--- config.mk ---
export PLATFORM = sky130hd
export DESIGN_NAME = spi_load_arbiter
export DESIGN_NICKNAME = d
export VERILOG_FILES = /design/src/rtl/spi_pkg.sv /design/src/rtl/rr_arb2.sv /design/src/rtl/spi_load_arbiter.sv
export SDC_FILE = /design/constraint.sdc
export NUM_CORES = 1
export LEC_CHECK = 0
export BUFFER_PORTS_ARGS = -buffer_cell sky130_fd_sc_hd__buf_2
export CORE_ASPECT_RATIO = 0.7
export CORE_MARGIN = 2
export CORE_UTILIZATION = 47
export CTS_CLUSTER_DIAMETER = 120
export CTS_CLUSTER_SIZE = 25
export DETAILED_ROUTE_END_ITERATION = 16
export PLACE_DENSITY = 0.74
export SYNTH_ARGS = -nofsm -noshare
export SYNTH_HDL_FRONTEND = slang
export SYNTH_SLANG_ARGS = --single-unit
export TNS_END_PERCENT = 1
--- constraint.sdc ---
create_clock -name clk -period 1.8 [get_ports clk]
set_input_delay 0.27 -clock clk [delete_from_list [all_inputs] [get_ports clk]]
set_output_delay 0.27 -clock clk [all_outputs]
set_load 0.01 [all_outputs]
--- src/rtl/spi_pkg.sv ---
// spi_pkg: shared defaults and FSM state type for the SPI load arbiter.
package spi_pkg;
    localparam int SPI_DATA_WIDTH = 8;
    localparam int SPI_MAX_BURST  = 20;
    localparam int SPI_TIMEOUT    = 64;
    typedef enum logic [1:0] {IDLE, LOAD, WAIT_START, WAIT_END} spi_arb_state_t;
endpackage

--- src/rtl/rr_arb2.sv ---
// rr_arb2: two-input round-robin picker; rr names the requester favoured on a tie.
module rr_arb2 (
    input  logic       clk,
    input  logic       nrst,
    input  logic [1:0] req_i,
    input  logic       adv_i,
    input  logic       own0_i,
    output logic [1:0] pick_o
);
    logic rr_q;
    // After a burst the pointer moves to the requester that did not own it.
    always_ff @(posedge clk or negedge nrst)
        if (!nrst) rr_q <= 1'b0;
        else if (adv_i) rr_q <= own0_i;
    always_comb pick_o = (&req_i) ? (rr_q ? 2'b10 : 2'b01) : req_i;
endmodule

--- src/rtl/spi_load_arbiter.sv ---
// spi_load_arbiter: merges two byte requesters into bursts for a host BYTE_STORE,
// then waits for the host to transmit (host_sel low, then high) before rearbitrating.
module spi_load_arbiter
    import spi_pkg::*;
#(
    parameter int DATA_WIDTH = SPI_DATA_WIDTH,
    parameter int MAX_BURST  = SPI_MAX_BURST,
    parameter int TIMEOUT    = SPI_TIMEOUT
) (
    input  logic                  clk,
    input  logic                  nrst,
    input  logic                  rq0_valid,
    input  logic [DATA_WIDTH-1:0] rq0_data,
    input  logic                  rq0_last,
    output logic                  rq0_ready,
    input  logic                  rq1_valid,
    input  logic [DATA_WIDTH-1:0] rq1_data,
    input  logic                  rq1_last,
    output logic                  rq1_ready,
    output logic                  load_iv,
    output logic [DATA_WIDTH-1:0] load_id,
    input  logic                  host_sel,
    output logic [1:0]            grant,
    output logic                  err
);
    localparam int CW = $clog2(MAX_BURST + 1);
    localparam int TW = $clog2(TIMEOUT + 1);

    spi_arb_state_t        state_q, state_d;
    logic [1:0]            grant_q, grant_d, pick;
    logic [CW-1:0]         cnt_q, cnt_d;
    logic [TW-1:0]         tcnt_q, tcnt_d;
    logic                  iv_q, err_q, err_d, arm_q;
    logic [DATA_WIDTH-1:0] id_q, id_d;
    logic                  rdy, sel_v, sel_l, acc, burst_end;
    logic [DATA_WIDTH-1:0] sel_data;

    assign sel_v     = grant_q[1] ? rq1_valid : rq0_valid;
    assign sel_l     = grant_q[1] ? rq1_last : rq0_last;
    assign sel_data  = grant_q[1] ? rq1_data : rq0_data;
    assign rdy       = (state_q == LOAD) && (cnt_q < CW'(MAX_BURST));
    assign rq0_ready = grant_q[0] & rdy;
    assign rq1_ready = grant_q[1] & rdy;
    assign acc       = sel_v & rdy;
    // A valid gap ends the burst without consuming last; the rest goes in a later burst.
    assign burst_end = (state_q == LOAD) &&
                       (!sel_v || (acc && (sel_l || cnt_q == CW'(MAX_BURST - 1))));

    assign load_iv = iv_q;
    assign load_id = id_q;
    assign grant   = grant_q;
    assign err     = err_q;

    rr_arb2 u_rr (
        .clk    (clk),
        .nrst   (nrst),
        .req_i  ({rq1_valid, rq0_valid}),
        .adv_i  (burst_end),
        .own0_i (grant_q[0]),
        .pick_o (pick)
    );

    always_comb begin
        state_d = state_q;
        grant_d = grant_q;
        cnt_d   = cnt_q;
        tcnt_d  = tcnt_q;
        id_d    = acc ? sel_data : id_q;
        err_d   = 1'b0;
        unique case (state_q)
            IDLE: if (arm_q && |pick) begin
                state_d = LOAD;
                grant_d = pick;
                cnt_d   = '0;
            end
            LOAD: begin
                cnt_d = acc ? cnt_q + 1'b1 : cnt_q;
                if (burst_end) begin
                    state_d = WAIT_START;
                    tcnt_d  = '0;
                end
            end
            WAIT_START: begin
                tcnt_d = tcnt_q + 1'b1;
                if (!host_sel) state_d = WAIT_END;
                else if (tcnt_d == TW'(TIMEOUT)) begin
                    state_d = IDLE;
                    grant_d = '0;
                    err_d   = 1'b1;
                end
            end
            WAIT_END: if (host_sel) begin
                state_d = IDLE;
                grant_d = '0;
            end
            default: state_d = IDLE;
        endcase
    end

    // arm_q delays the first arbitration to the second edge after reset release.
    always_ff @(posedge clk or negedge nrst)
        if (!nrst) begin
            state_q <= IDLE;
            grant_q <= '0;
            cnt_q   <= '0;
            tcnt_q  <= '0;
            iv_q    <= 1'b0;
            id_q    <= '0;
            err_q   <= 1'b0;
            arm_q   <= 1'b0;
        end else begin
            state_q <= state_d;
            grant_q <= grant_d;
            cnt_q   <= cnt_d;
            tcnt_q  <= tcnt_d;
            iv_q    <= acc;
            id_q    <= id_d;
            err_q   <= err_d;
            arm_q   <= 1'b1;
        end
endmodule

**Yosys cells after proc, flatten, opt, wreduce, memory -nomap -nowiden**

Index checks and enable logic that the tools add are counted.

- Add/sub/neg operators: 2
- $lt $le $gt $ge: 1
- Equality and inequality tests: 12
- Mux-type cells: 22
- Bitwise operators: 3
- Reductions and logical operators: 17

Operators by type and width:

| operator | count |
|---|---|
| 2-bit two-way mux | 9 |
| 7-bit case mux with 2 select lines | 1 |
| 2-bit inequality test, second input constant | 6 |
| 5-bit two-way mux | 2 |
| 5-bit case mux with 2 select lines | 1 |
| 8-bit two-way mux | 1 |
| 2-bit case mux with 4 select lines | 1 |
| 7-bit by 1-bit adder with 7-bit output, second input constant | 1 |
| 7-bit equality test, second input constant | 1 |
| 7-bit two-way mux | 1 |
| 2-bit case mux with 3 select lines | 1 |
| 5-bit by 1-bit adder with 5-bit output, second input constant | 1 |
| 5-bit equality test, second input constant | 1 |
| 5-bit less-than comparator, second input constant | 1 |
| 1-bit two-way mux | 5 |
| 5-bit AND reduction | 1 |
| 2-bit equality test, second input constant | 2 |
| 1-bit logical AND | 4 |
| 2-bit AND reduction | 2 |
| 4-bit AND reduction | 1 |
| 2-bit nonzero test | 2 |
| 1-bit AND | 3 |
| 3-bit inequality test, second input constant | 1 |
| 3-bit AND reduction | 1 |
| 6 further kinds | 7 |

- Bits in registers: 28
- Output and inout bits: 14
- Word-level logic and storage cells: 66

**Logic depth before layout (Yosys ltp)**

- Word-level depth: 8
- Depth in mapped cells: 8

**Modules after synthesis**

From an unflattened synthesis, not the netlist that was laid out.

- Cells, all modules: 158
- Area, all modules: 1524.0 sq um

By module, submodules not included:

| module | times used | cells each | area an instance (sq um) | seq. area each (sq um) |
|---|---|---|---|---|
| spi_load_arbiter | 1 | 152 | 1471.4 | 675.6 |
| rr_arb2 | 1 | 6 | 52.6 | 25.0 |

**Least setup slack after synthesis**

No wires, ideal clock.

- Path type: reg-to-reg
- Start point: register tcnt_q[0]
- End point: register state_q[0]
- Library setup time: 0.063 ns
- Data arrival time: 1.906 ns
- Data required time: 1.737 ns
- Slack: -0.168 ns
- Stages on the path, launching flop included: 8
- Buffers on the path: 0
- Period minus slack after synthesis: 1.968 ns
- Cells stage by stage: dfrtp_1 ha_1 and3_4 nand3_2 xor2_1 or4_4 a31oi_4 o22a_2

- Word-level cells in the longest chain between the ends: 4

Ends and longest elaborated chain:

| item | line | source |
|---|---|---|
| start, declared | spi_load_arbiter.sv:32 | `logic [TW-1:0] tcnt_q, tcnt_d;` |
| start signal, assigned | spi_load_arbiter.sv:115 | `tcnt_q <= tcnt_d;` |
| 7-bit by 1-bit adder with 7-bit output | spi_load_arbiter.sv:84 | `tcnt_d = tcnt_q + 1'b1;` |
| 7-bit equality test | spi_load_arbiter.sv:86 | `else if (tcnt_d == TW'(TIMEOUT)) begin` |
| 3-bit inequality test (no line) | - |  |
| 4-bit AND reduction (no line) | - |  |
| end signal, assigned | spi_load_arbiter.sv:112 | `state_q <= state_d;` |
| end, declared | spi_load_arbiter.sv:29 | `spi_arb_state_t state_q, state_d;` |

Every way passes these cells.
A chain may end at the register's enable or synchronous reset.

**Worst setup path after layout**

- Start point: register tcnt_q[1]
- End point: register state_q[1]

Same word-level chain as after synthesis.

==> reports/qor.csv <==
metric;value;unit
outcome;finished with violations;
violations;hold timing, setup timing;
grt_overflow;0;
max_freq;0.5114;GHz
start_kind;flop;
dp_hpwl;2664;um
io_buffers;36;
fill_cells;266;
synth_cells;156;
placementRows;17;
die_width;72.12;um
power_frac_comb;0.494;
crit_arrival;2170;ps
postCtsHoldBufs;0;
placed_cell_area;1867;um2
reg2reg_depth;7;
muxShareOfSynthArea;0.06721;
critPathCaptureType;flop;
most-common-layout-cells;buf_2, dfrtp_1, nand2_1, buf_4, o21ai_0;
cts.path.max_buffers;2;
syn_area;1526;um2
drc;0;
setup_slack;-155.6;ps
fin_crit_sh;1.086;
p_seq_frac;0.335;
die_y;51.68;um
fin_cells;247;
switching_share;0.3845;
grt_pass1_vias;1282;
worstPathMaxFanout;4;
required;2020;ps
gp_congestion;0.7505;
hold_viol_final;28;
grt_max_degree;29;
synth_area_per_cell;9.785;um2
drive_gt1_frac;0.3636;
worstSetupPathType;flop to flop;
antenna_found_initial;0;
yosys_warnings;0;
finalPower;2.876;mW
worstSkewPairLatency;280;ps
p_sw;1.106;mW
p_int;1.770;mW
dp_slack;-166.2;ps
die_area;3727;um2
regToRegStartpoint;tcnt_q[1];
ys.flop_type;dfrtp_1;
async_flop_share;1.000;
p_leak;0.9650;nW
max_slew.worst_pin.slew;604.1;ps
cts_inserted_buffers;3;
endpoint;state_q[1];
period_needed;1956;ps
grt_pass1_wl;5782;um
diodes;0;
powerDensity;1443;nW/um2
clk_pin_slew;90;ps
yosys.area_share.simple;0.1680;
synth_seq_cells;28;
synth-compound-area-share;0.1582;
wire_per_inst;13.97;um
start_util;0.4882;
dr.pass1.iters;6;
cts.sinks;28;
rsz0062_at_grt;yes;
clock-skew-final;2.214;ps
final_common_cell;buf_2;
fin_area;1993;um2
core_area;3127;um2
root_buffer;clkbuf_8;
vdd_drop_max;0.0008462;V
cts_tree;yes;
synth_top_family_by_area;simple AND/OR/NAND/NOR gates;
tns;-538.7;ps
ios;37;
dp_cells;242;
track_usage;0.2056;
reg2reg_to;state_q[1];
p_clk_frac;0.171;
setup_viol;5;
min_path_type;primary input to async pin;
r2r_setup_slack;-160;ps
htree_levels;1;
synth_nets;187;
synth_edf_count;0;
slew_violations;0;
routed_wl;3451;um
hold_ws;-10.25;ps
critPathLaunch;tcnt_q[1];
syn2layout_area_growth;30.57;%
vias;1324;
synthXorXnorAreaFrac;0.04016;
synth_fa_ha_area_frac;0.06557;
vias_per_cell;5.360;
relSlewSlack;0.5973;
ys_seq_area_frac;0.4590;
ys_types;38;
drt-initial-drc-count;69;
postRouteAntennaNets;0;
maxCapViolations;0;
fin_nets;241;
[logic make-up (layout without fill, tap and decap cells)]
logic type / count (synthesis) / in the layout
simple gates: 52 / 52
compound gates: 37 / 37
flops: 28 / 28
buf+inv: 13 / 66
mux: 10 / 10
fa+ha+maj: 8 / 8
xor+xnor: 7 / 7
other cells: 1 / 1
[layer usage]
layer	vias up	routed length (um)	track usage	share of wire
met5	-	0	0	0
met4	0	25	0.05031	0.0072
met3	4	267	0.06395	0.077
met2	40	1573	0.3502	0.46
met1	628	1585	0.2562	0.46
li1	652	-	-	-
[critical path, stage by stage, from the launching register on]
cell and delay (ps):
dfrtp_2 450, buf_4 150, nand2_1 70, xor2_1 170, a31oi_1 150, or4_4 580
a31oi_4 170, a22o_1 160
[flip-flops by register name, summed over array words and instances, names as in the netlist]
register and count:
cnt_q 5, state_q 2, load_id 8, load_iv 1
arm_q 1, tcnt_q 7, err 1, grant 2
u_rr.rr_q 1
[repair_timing]
item,4_1_cts,5_1_grt
setup buffers,1,0
pin swaps,4,3
gates resized for setup,7,7
endpoints found under the setup margin,6,13
[cell usage after synthesis (all sizes together) (2+ instances only)]
master | instances | area (um2)
a21oi | 2 | 10.01
a31oi | 2 | 27.53
a32o | 2 | 20.02
and3 | 4 | 30.03
buf | 3 | 22.52
clkbuf | 2 | 7.510
dfrtp | 28 | 700.7
ha | 8 | 100.1
inv | 8 | 30.03
mux2 | 2 | 22.52
mux2i | 8 | 80.08
nand2 | 22 | 82.58
nand2b | 3 | 18.77
nand3 | 11 | 60.06
nor2 | 7 | 26.28
o21ai | 23 | 115.1
xnor2 | 2 | 17.52
xor2 | 5 | 43.79
[worst min-delay path by stage]
stage | cells past startpoint | startpoint | slack, ps | end
finish | 1 | nrst | -10 | load_id[5]
global route | 1 | nrst | 30 | load_id[0]
CTS | 1 | nrst | 20 | cnt_q[1]
detailed placement | 1 | nrst | 320 | load_iv
global placement | 1 | nrst | 310 | load_id[2]
floorplan | 0 | nrst | -30 | arm_q
[area by class of cell]
| cell class | instances | area, um2 | share of cell area |
|---|---|---|---|
| Multi-Input combinational cell | 115 | 825.8 | 0.4143 |
| Timing Repair Buffer | 54 | 315.3 | 0.1582 |
| Inverter | 8 | 30.03 | 0.01507 |
| Clock buffer | 3 | 41.29 | 0.02072 |
| Sequential cell | 28 | 703.2 | 0.3528 |
| Tap cell | 38 | 47.55 | 0.02385 |
| Clock inverter | 1 | 30.03 | 0.01507 |
[through the flow]
step             util  hold slack [ps]
2_1_floorplan       -           -25.59
3_3_place_gp   0.5970            313.9
3_5_place_dp   0.5970            323.1
4_1_cts        0.6303            16.86
5_1_grt        0.6375            34.17
6_report       0.6375           -10.25
[power groups by stage]
stage          logic, mW  clock network (mW)  registers [mW]
6_report            1.42               0.493           0.963
5_1_grt             1.58               0.537           0.994
3_5_place_dp        1.36                   0           0.965
2_1_floorplan      0.790                   0            1.00
3_3_place_gp        1.30                   0           0.951
4_1_cts             1.41               0.505           0.956
No activity file was read; power rests on OpenSTA's default activity.
